File: config.mk
export PLATFORM = sky130hd
export DESIGN_NAME = fp_to_fixed_pipe
export DESIGN_NICKNAME = d
export VERILOG_FILES = /design/src/rtl/fp_fixed_pkg.sv /design/src/rtl/fixed_shift_round.sv /design/src/rtl/fp_to_fixed_pipe.sv
export SDC_FILE = /design/constraint.sdc
export NUM_CORES = 1
export LEC_CHECK = 0
export ABC_AREA = 1
export CAP_MARGIN = 20
export CORE_MARGIN = 4
export CORE_UTILIZATION = 49
export CTS_CLUSTER_DIAMETER = 60
export DETAILED_ROUTE_END_ITERATION = 8
export GPL_TIMING_DRIVEN = 0
export PLACE_DENSITY = 0.83
export SKIP_LAST_GASP = 1
export SYNTH_ARGS = -nofsm -noshare
export SYNTH_HDL_FRONTEND = slang
export SYNTH_SLANG_ARGS = --single-unit
File: constraint.sdc
create_clock -name clk_i -period 1.8 [get_ports clk_i]
set_input_delay 0.36 -clock clk_i [delete_from_list [all_inputs] [get_ports clk_i]]
set_output_delay 0.36 -clock clk_i [all_outputs]
set_load 0.1 [all_outputs]
File: src/rtl/fp_fixed_pkg.sv
// Shared definitions for the float<->fixed converters: IEEE-754 single
// constants, the input class enumeration and the stage-1 classifier.
package fp_fixed_pkg;

  localparam int EXP_BIAS = 127;
  localparam int MANT_W   = 23;

  localparam logic [31:0] FP_POS_ONE = 32'h3F800000;
  localparam logic [31:0] FP_NEG_ONE = 32'hBF800000;

  typedef enum logic [2:0] {
    ZERO,
    NAN,
    SAT,
    ONE,
    TINY,
    NORM
  } fp_class_e;

  // Exponents below EXP_BIAS-MANT_W push even the hidden bit far past the
  // rounding position of the 19-bit fraction, so they are grouped as TINY.
  function automatic fp_class_e classify(input logic [7:0] e, input logic [22:0] m);
    fp_class_e cls;
    if (e == 8'd0)                               cls = ZERO;
    else if (e == 8'd255 && m != '0)             cls = NAN;
    else if (e >= 8'(EXP_BIAS + 1))              cls = SAT;
    else if (e == 8'(EXP_BIAS) && m != '0)       cls = SAT;
    else if (e == 8'(EXP_BIAS))                  cls = ONE;
    else if (e < 8'(EXP_BIAS - MANT_W))          cls = TINY;
    else                                         cls = NORM;
    return cls;
  endfunction

endpackage

File: src/rtl/fixed_shift_round.sv
// Stage-2 datapath: right-shifts the 24-bit significand into the
// {integer, fraction} magnitude. Optional macro FP_TO_FIXED_ROUND_EN adds
// round-to-nearest-even on the bits shifted out; without it the result is
// truncated toward zero.
module fixed_shift_round #(
  parameter int FRAC_W = 19
) (
  input  logic [23:0]       i_mant,
  input  logic [4:0]        i_sh,
  output logic [FRAC_W:0]   o_mag
);

  localparam int MAG_W = FRAC_W + 1;

`ifdef FP_TO_FIXED_ROUND_EN
  logic [55:0]      w_full;
  logic [MAG_W-1:0] w_trunc;
  logic             w_guard;
  logic             w_sticky;

  // Shift with 32 extension bits so the guard and sticky bits are kept;
  // the increment may carry into the integer bit, giving exactly 1.0.
  always_comb begin
    w_full   = {i_mant, 32'b0} >> i_sh;
    w_trunc  = MAG_W'(w_full[55:32]);
    w_guard  = w_full[31];
    w_sticky = |w_full[30:0];
    o_mag    = w_trunc + MAG_W'(w_guard & (w_sticky | w_trunc[0]));
  end
`else
  // Plain truncating shift; the significand's upper bits are always zero
  // after a shift of at least 5, so the cast drops nothing.
  always_comb begin
    o_mag = MAG_W'(i_mant >> i_sh);
  end
`endif

endmodule

File: src/rtl/fp_to_fixed_pipe.sv
// IEEE-754 single to sign-magnitude fixed point {sign, integer, FRAC_W
// fraction bits}, range [-1, 1]. Two pipeline stages: unpack/classify, then
// shift/round/pack with saturation and status flags. Optional rounding is
// selected by the macro FP_TO_FIXED_ROUND_EN (see fixed_shift_round).
//
// Handshake: a word moves on any rising edge where its valid is high and
// the receiver's ready is high (valid_i&ready_o in, valid_o&ready_i out).
// A stage advances when it is empty or the stage after it advances, so
// ready_o is combinational and a full pipeline streams one word per cycle.
// While valid_o is high and ready_i low, every output holds.
module fp_to_fixed_pipe
  import fp_fixed_pkg::*;
#(
  parameter int FRAC_W = 19
) (
  input  logic              clk_i,
  input  logic              rst_i,
  input  logic [31:0]       fp_i,
  input  logic              valid_i,
  output logic              ready_o,
  output logic              sign_o,
  output logic              integer_o,
  output logic [FRAC_W-1:0] fractional_o,
  output logic              sat_o,
  output logic              nan_o,
  output logic              underflow_o,
  output logic              valid_o,
  input  logic              ready_i
);

  localparam int MAG_W = FRAC_W + 1;
  localparam logic [MAG_W-1:0] MAG_ONE = {1'b1, {FRAC_W{1'b0}}};
  // Shift is only used for NORM, where it is 5..27, so modulo-32
  // arithmetic on the low exponent bits gives the exact value.
  localparam logic [4:0] SH_BASE = 5'(EXP_BIAS + MANT_W - FRAC_W);

  // Stage 1 registers
  logic        r_s1_valid;
  logic        r_s1_sign;
  logic [22:0] r_s1_man;
  logic [4:0]  r_s1_sh;
  fp_class_e   r_s1_cls;
  logic        r_s1_nz;

  // Stage 2 (output) registers
  logic             r_valid;
  logic             r_sign;
  logic [MAG_W-1:0] r_mag;
  logic             r_sat;
  logic             r_nan;
  logic             r_uf;

  logic             w_s2_adv;
  logic             w_s1_adv;
  fp_class_e        w_cls;
  logic [4:0]       w_sh;
  logic [MAG_W-1:0] w_norm_mag;
  logic [MAG_W-1:0] w_mag;
  logic             w_sign;
  logic             w_sat;
  logic             w_nan;
  logic             w_uf;

  assign w_s2_adv = ~r_valid | ready_i;
  assign w_s1_adv = ~r_s1_valid | w_s2_adv;
  assign ready_o  = w_s1_adv;

  assign w_cls = classify(fp_i[30:23], fp_i[22:0]);
  assign w_sh  = SH_BASE - fp_i[27:23];

  // Stage 1: capture sign, mantissa, shift amount and class.
  always_ff @(posedge clk_i or posedge rst_i) begin
    if (rst_i) begin
      r_s1_valid <= 1'b0;
      r_s1_sign  <= 1'b0;
      r_s1_man   <= '0;
      r_s1_sh    <= '0;
      r_s1_cls   <= ZERO;
      r_s1_nz    <= 1'b0;
    end else if (w_s1_adv) begin
      r_s1_valid <= valid_i;
      if (valid_i) begin
        r_s1_sign <= fp_i[31];
        r_s1_man  <= fp_i[22:0];
        r_s1_sh   <= w_sh;
        r_s1_cls  <= w_cls;
        r_s1_nz   <= |fp_i[30:0];
      end
    end
  end

  fixed_shift_round #(
    .FRAC_W (FRAC_W)
  ) u_shift_round (
    .i_mant (({1'b1, r_s1_man})),
    .i_sh   (r_s1_sh),
    .o_mag  (w_norm_mag)
  );

  // Stage 2 result selection by class; a zero magnitude never carries a sign.
  always_comb begin
    w_mag = '0;
    w_sat = 1'b0;
    w_nan = 1'b0;
    w_uf  = 1'b0;
    case (r_s1_cls)
      NAN:  w_nan = 1'b1;
      SAT: begin
        w_mag = MAG_ONE;
        w_sat = 1'b1;
      end
      ONE:  w_mag = MAG_ONE;
      NORM: begin
        w_mag = w_norm_mag;
        w_uf  = (w_norm_mag == '0);
      end
      default: w_uf = r_s1_nz;
    endcase
    w_sign = r_s1_sign & (|w_mag);
  end

  // Stage 2: output register, held while downstream stalls.
  always_ff @(posedge clk_i or posedge rst_i) begin
    if (rst_i) begin
      r_valid <= 1'b0;
      r_sign  <= 1'b0;
      r_mag   <= '0;
      r_sat   <= 1'b0;
      r_nan   <= 1'b0;
      r_uf    <= 1'b0;
    end else if (w_s2_adv) begin
      r_valid <= r_s1_valid;
      if (r_s1_valid) begin
        r_sign <= w_sign;
        r_mag  <= w_mag;
        r_sat  <= w_sat;
        r_nan  <= w_nan;
        r_uf   <= w_uf;
      end
    end
  end

  assign valid_o      = r_valid;
  assign sign_o       = r_sign;
  assign integer_o    = r_mag[FRAC_W];
  assign fractional_o = r_mag[FRAC_W-1:0];
  assign sat_o        = r_sat;
  assign nan_o        = r_nan;
  assign underflow_o  = r_uf;

endmodule

### Word level (Yosys, flattened, before mapping)

Index checks and enable logic that the tools add are counted.

* flip-flop bits (word level): 59
* output and inout bits: 26
* word-level logic and storage cells: 48

* add/sub/neg operators: 1
* order comparisons: 2
* eq/ne operators: 6
* shifts and indexed selects: 1
* muxes and demuxes: 10
* bitwise operators: 5
* reductions and logical operators: 11

Operators with widths (count)
* $pmux W20 S2: 1
* $reduce_or A31 Y1: 1
* $shr A24 B5 Y20: 1
* $reduce_bool A23 Y1: 1
* $logic_not A20 Y1: 1
* $reduce_or A20 Y1: 1
* $mux W3: 5
* $eq A8 B7 Y1 const B: 1
* $eq A8 B8 Y1 const B: 1
* $ge A8 B8 Y1 const B: 1
* $logic_not A8 Y1: 1
* $lt A8 B7 Y1 const B: 1
* $eq A3 B2 Y1 const B: 2
* $sub A2 B5 Y5 const A: 1
* $reduce_and A2 Y1: 2
* $eq A3 B1 Y1 const B: 1
* $eq A3 B3 Y1 const B: 1
* $mux W1: 3
* $reduce_or A3 Y1: 1
* $logic_and A1 B1 Y1: 2
* $not A1 Y1: 2
* $or A1 B1 Y1: 2
* $pmux W1 S2: 1
* $reduce_or A2 Y1: 1
* $and A1 B1 Y1: 1

### Depth between registers and ports, before layout

* depth after elaboration: 7
* gate-level depth with buffers: 16

### Hierarchy

Synthesis repeated with hierarchy kept, for this count alone.

* cell total of the unflattened synthesis: 573
* area total of the unflattened synthesis: 3827.4 sq um

Modules (own cells, without submodules)
* fp_to_fixed_pipe: instances 1, cells an instance 328, area an instance 2777.7 sq um
* fixed_shift_round: instances 1, cells an instance 245, area an instance 1049.8 sq um

### Least setup slack after synthesis

OpenSTA, ideal clock, no wires.

* path kind: register -> register
* start point: register r_valid (netlist: valid_o)
* end point: register r_s1_cls[2]
* arrival time: 2.890 ns
* path slack: -1.222 ns
* cell stages (with the launch flop): 7
* path buffers: 1
* path through: dfrtp_1 nand3_1 nand2_1 inv_1 clkbuf_1 nand2_1 o22ai_1

* longest elaborated chain between the ends: 4

Ends and longest elaborated chain
* from (decl): line fp_to_fixed_pipe.sv:46 `logic r_valid;`
* from (signal assigned): line fp_to_fixed_pipe.sv:132 `r_valid <= r_s1_valid;`
* $not A1 Y1: line fp_to_fixed_pipe.sv:64 `assign w_s2_adv = ~r_valid | ready_i;`
* $or A1 B1 Y1: line fp_to_fixed_pipe.sv:64
* $or A1 B1 Y1: line fp_to_fixed_pipe.sv:65 `assign w_s1_adv = ~r_s1_valid | w_s2_adv;`
* via ready_o: line fp_to_fixed_pipe.sv:20 `output logic ready_o,`
* $reduce_and A2 Y1 (no source line)
* to (signal assigned): line fp_to_fixed_pipe.sv:86 `r_s1_cls <= w_cls;`
* to (decl): line fp_to_fixed_pipe.sv:42 `fp_class_e r_s1_cls;`

The timed path passes the listed nets, and every way through them passes these cells.
A chain may end at the register's enable or synchronous reset.

### Final worst setup path

* start point: register r_s1_sh[0]
* end point: register r_sign (netlist: sign_o)

* longest elaborated chain between the ends: 4

Ends and longest elaborated chain
* from (decl): line fp_to_fixed_pipe.sv:41 `logic [4:0] r_s1_sh;`
* from (signal assigned): line fp_to_fixed_pipe.sv:85 `r_s1_sh <= w_sh;`
* $shr A24 B5 Y20: line fixed_shift_round.sv:34 `o_mag = MAG_W'(i_mant >> i_sh);`
* $pmux W20 S2: line fp_to_fixed_pipe.sv:106 `case (r_s1_cls)`
* $reduce_or A20 Y1: line fp_to_fixed_pipe.sv:119 `w_sign = r_s1_sign & (|w_mag);`
* $and A1 B1 Y1: line fp_to_fixed_pipe.sv:119
* to (signal assigned): line fp_to_fixed_pipe.sv:134 `r_sign <= w_sign;`
* to (decl): line fp_to_fixed_pipe.sv:47 `logic r_sign;`

Every way passes these cells.

==> flow_metrics.env <==
export IMPL_status="finished, violations left"
export IMPL_failed_checks="setup timing"
export IMPL_holdWs_ns=0.426
export IMPL_max_clock_freq_mhz=522
export IMPL_worst_path_max_delay_cell="sky130_fd_sc_hd__dfrtp_1"
export IMPL_drcViolationCount=0
export IMPL_wl_per_cell_um=16.6
export IMPL_grt_max_degree=32
export IMPL_die_width_um=95.3
export IMPL_clockBufferDepth=2
export IMPL_port_buffers=61
export IMPL_endpoint="sign_o"
export IMPL_antennaDiodeCount=0
export IMPL_total_leakage_power_uw=0.00262
export IMPL_seq_power_share_pct=30.2
export IMPL_drt_iter0_drc=323
export IMPL_post_synth_top_area_cell="sky130_fd_sc_hd__dfrtp_1"
export IMPL_worstPathCellList="buf_6 > buf_6 > nand2_4 > nand3_1 > nand2_2 > nand2_1 > nand2_1 > nor2_1 > nor2_2 > nand2_2 > nand2_1 > nand3_1 > nor2_1 > nand2_1 > nand2_1 > nand2_1"
export IMPL_critical_path_max_fanout=7
export IMPL_boundaryPins=62
export IMPL_first_pass_grt_wire_length_um=19000
export IMPL_finalSetupTns_ns=-0.183
export IMPL_ant_nets=0
export IMPL_synth_top_family_by_area="simple AND/OR/NAND/NOR gates"
export IMPL_fin_util_pct=74.2
export IMPL_syn_cell_area_um2=3730
export IMPL_intPower_uw=3010
export IMPL_floorplan_die_area_um2=9070
export IMPL_worst_r2r_endpoint="sign_o"
export IMPL_gr_max_usage_layer="met2"
export IMPL_gr_usage_met3_pct=6.24
export IMPL_synth_net_count=595
export IMPL_dp_hpwl_um=8460
export IMPL_via_count=4229
export IMPL_hold_viol=0
export IMPL_globalRouteOverflowTotal=0
export IMPL_synth_xor_area_share_pct=0.235
export IMPL_area_growth_from_synthesis_to_layout_pct=45.8
export IMPL_final_fill_count=535
export IMPL_post_synth_fa_ha_maj_area_fraction_pct=0.671
export IMPL_final_layout_size_suffix_gt1_share_pct=31.6
export IMPL_final_nets=679
export IMPL_worstMarginPinSlew_ns=0.620
export IMPL_endpoint_kind="flip-flop"
export IMPL_clk_latency_ns=0.35
export IMPL_worst_endpoint_required_ns=2.05
export IMPL_power_total_uw=5440
export IMPL_syn_inst=557
export IMPL_r2r_cells=16
export IMPL_timing_critical_path_from_type="flip-flop"
export IMPL_grt_pass1_vias=4034
export IMPL_vdd_ir_drop_max_uv=537
export IMPL_grt_use_met2_pct=43.4
export IMPL_max_cap_violations=0
export IMPL_clk_pin_slew_worst_setup_hold_paths_ns=0.07
export IMPL_standard_cell_rows=31
export IMPL_timing_clock_skew_ns=0.00902
export IMPL_cts_hold_buffers=0
export IMPL_drt_total_wl_um=12400
export IMPL_crit_path_frequent_cell="sky130_fd_sc_hd__nand2_1"
export IMPL_cts_buffers=9
export IMPL_gr_usage_met1_pct=34.0
export IMPL_power_clock_fraction_pct=22.4
export IMPL_rsz_0062_raised_after_global_routing="true"
export IMPL_synth_compound_area_share_pct=8.99
export IMPL_ys_seq_area_share_pct=39.6
export IMPL_pre_cts_ws_ns=-0.663
export IMPL_power_combinational_fraction_pct=47.4
export IMPL_final_period_minus_worst_setup_slack_ns=1.92
export IMPL_netSwitchingPower_uw=2430
export IMPL_final_wtd_congestion=0.934
export IMPL_timing_slew_headroom_pct=58.6
export IMPL_critical_path_class="flip-flop to flip-flop"
export IMPL_r2r_start="r_s1_sh[0]"
export IMPL_holdCritPathClass="input pin to async pin"
export IMPL_worst_ep_arrival_ns=2.17
export IMPL_crit_start="r_s1_sh[0]"
export IMPL_power_per_cell_area_nw_per_um2=999
export IMPL_initial_utilization_pct=50.9
export IMPL_synth_top_cells_by_area="sky130_fd_sc_hd__dfrtp_1 (40%), sky130_fd_sc_hd__nand2_1 (22%), sky130_fd_sc_hd__nand3_1 (12%)"
export IMPL_h_tree_depth=3
export IMPL_regToRegSetupSlack_ns=-0.12
export IMPL_fp_coreArea_um2=7330
export IMPL_power_switching_fraction_pct=44.7
export IMPL_timing_final_crit_share_pct=106
export IMPL_grt_antenna_before_repair=0
export IMPL_root_buffer_master="sky130_fd_sc_hd__clkbuf_8"
export IMPL_synth_avg_cell_area_um2=6.70
export IMPL_grt_usage_pct=26.9
export IMPL_drtPass1Iterations=5
export IMPL_floorplan_die_height_um=95.3
export IMPL_fin_ws_ns=-0.116
export IMPL_post_synth_mux_area_share_pct=0
export IMPL_ys_warn_count=0
export IMPL_cp_slowest_stage_delay_ns=0.40
export IMPL_drt_vias_per_instance=5.68
export IMPL_synthDistinctLibCells=30
export IMPL_clkSinkCount=59
export IMPL_cts_tree="built"
export IMPL_synth_top_cell_area_share_pct=39.6
export IMPL_synth_simple_gate_area_share_pct=42.2
export IMPL_final_max_slew_viol_count=0
export IMPL_total_of_flip_flops_plus_latches_after_synthesis=59
export IMPL_finalSetupViolations=2
[cells in the mapped netlist (all sizes together)]
master	instances
o31ai	2
nor2	39
nand3	95
clkinv	1
nand2	222
nor3	4
buf	15
nand4	7
nor4	3
a22o	6
o21a	2
o21ai	41
clkbuf	12
a21oi	6
xor2	1
inv	38
o22ai	1
or2	1
dfrtp	59
ha	2
[metrics by stage]
step	std cells	cell area, um2
finish	745	5440
CTS	738	4940
floorplan	557	3750
detailed placement	718	4510
global placement	717	4490
global route	745	5440
[worst min-delay path by stage]
stage | endpoint | start | slack [ns] | cells after the start
CTS | r_s1_valid | rst_i | 0.44 | 2
detailed placement | r_mag[7] | r_mag[7] | 0.47 | 2
floorplan | r_s1_man[0] | r_s1_man[0] | 0.45 | 2
global route | r_s1_valid | rst_i | 0.47 | 2
finish | r_s1_valid | rst_i | 0.43 | 2
global placement | sign_o | sign_o | 0.46 | 2
[timing repair]
item                                    4_1_cts  5_1_grt
pin swaps                                    14       32
endpoints found under the setup margin       35       41
buffers inserted                              3        6
gates cloned                                  2        1
resized for setup                           129      119
[registers in the layout, summed over array words and instances, names as in the netlist]
register     cells
sat_o            1
underflow_o      1
valid_o          1
r_s1_man        23
nan_o            1
r_s1_cls         3
r_s1_valid       1
r_s1_sign        1
r_s1_nz          1
sign_o           1
r_s1_sh          5
r_mag           20
[layout make-up]
cell class / instances / area, um2 / share of cell area (%)
buffer: 26 / 194 / 3.56
timing repair buffer: 74 / 779 / 14.3
inverter: 39 / 160 / 2.94
clock inverter: 5 / 52.6 / 0.966
sequential: 59 / 1480 / 27.2
tap: 99 / 124 / 2.28
multi-input combinational: 432 / 2510 / 46.1
clock buffer: 11 / 141 / 2.60
[worst max-delay path, delay by kind of cell, from the launching register on]
kind	cells	cell delay [ns]
buffers and inverters	2	0.29
AND/OR/NAND/NOR	14	1.12
flip-flops	1	0.40
[power groups by stage]
stage                     registers [uW]  clock network (uW)  logic (uW)
after CTS                           1610                1230        2100
final                               1640                1220        2580
after global routing                1660                1300        2770
after detailed placement            1620                   0        1970
after floorplan                     1870                   0        1160
after global placement              1610                   0        1940
[cells in the final DEF, fill, tap and decap left out, drive strengths merged]
cell type / Yosys / routed
dfrtp: 59 / 59
buf: 15 / 24
inv: 38 / 38
nor2: 39 / 39
nand2: 222 / 222
nor4: 3 / 3
o21ai: 41 / 41
nand3: 95 / 95
nand4: 7 / 7
o21a: 2 / 2
ha: 2 / 2
bufinv: 0 / 1
clkinv: 1 / 3
clkdlybuf4s15: 0 / 25
a21oi: 6 / 6
clkbuf: 12 / 27
a22o: 6 / 6
nor3: 4 / 4
clkdlybuf4s50: 0 / 35
o31ai: 2 / 2
xor2: 1 / 1
o22ai: 1 / 1
clkinvlp: 0 / 2
or2: 1 / 1
[routing by layer]
layer  share of wire, %  vias to the layer above
li1                   -                     1987
met2                 49                      211
met4                3.6                        0
met3                7.4                       43
met5                  0                        -
met1                 40                     1988
[cells by family (layout without fill, tap and decap cells)]
| logic type | Yosys count | count (layout) |
|---|---|---|
| XOR/XNOR | 1 | 1 |
| adder cells (fa/ha/maj) | 2 | 2 |
| buffers and inverters | 66 | 155 |
| flip-flops | 59 | 59 |
| AND/OR/NAND/NOR | 371 | 371 |
| AO/OA/AOI/OAI | 58 | 58 |
Power figures use the tool's default switching activity.
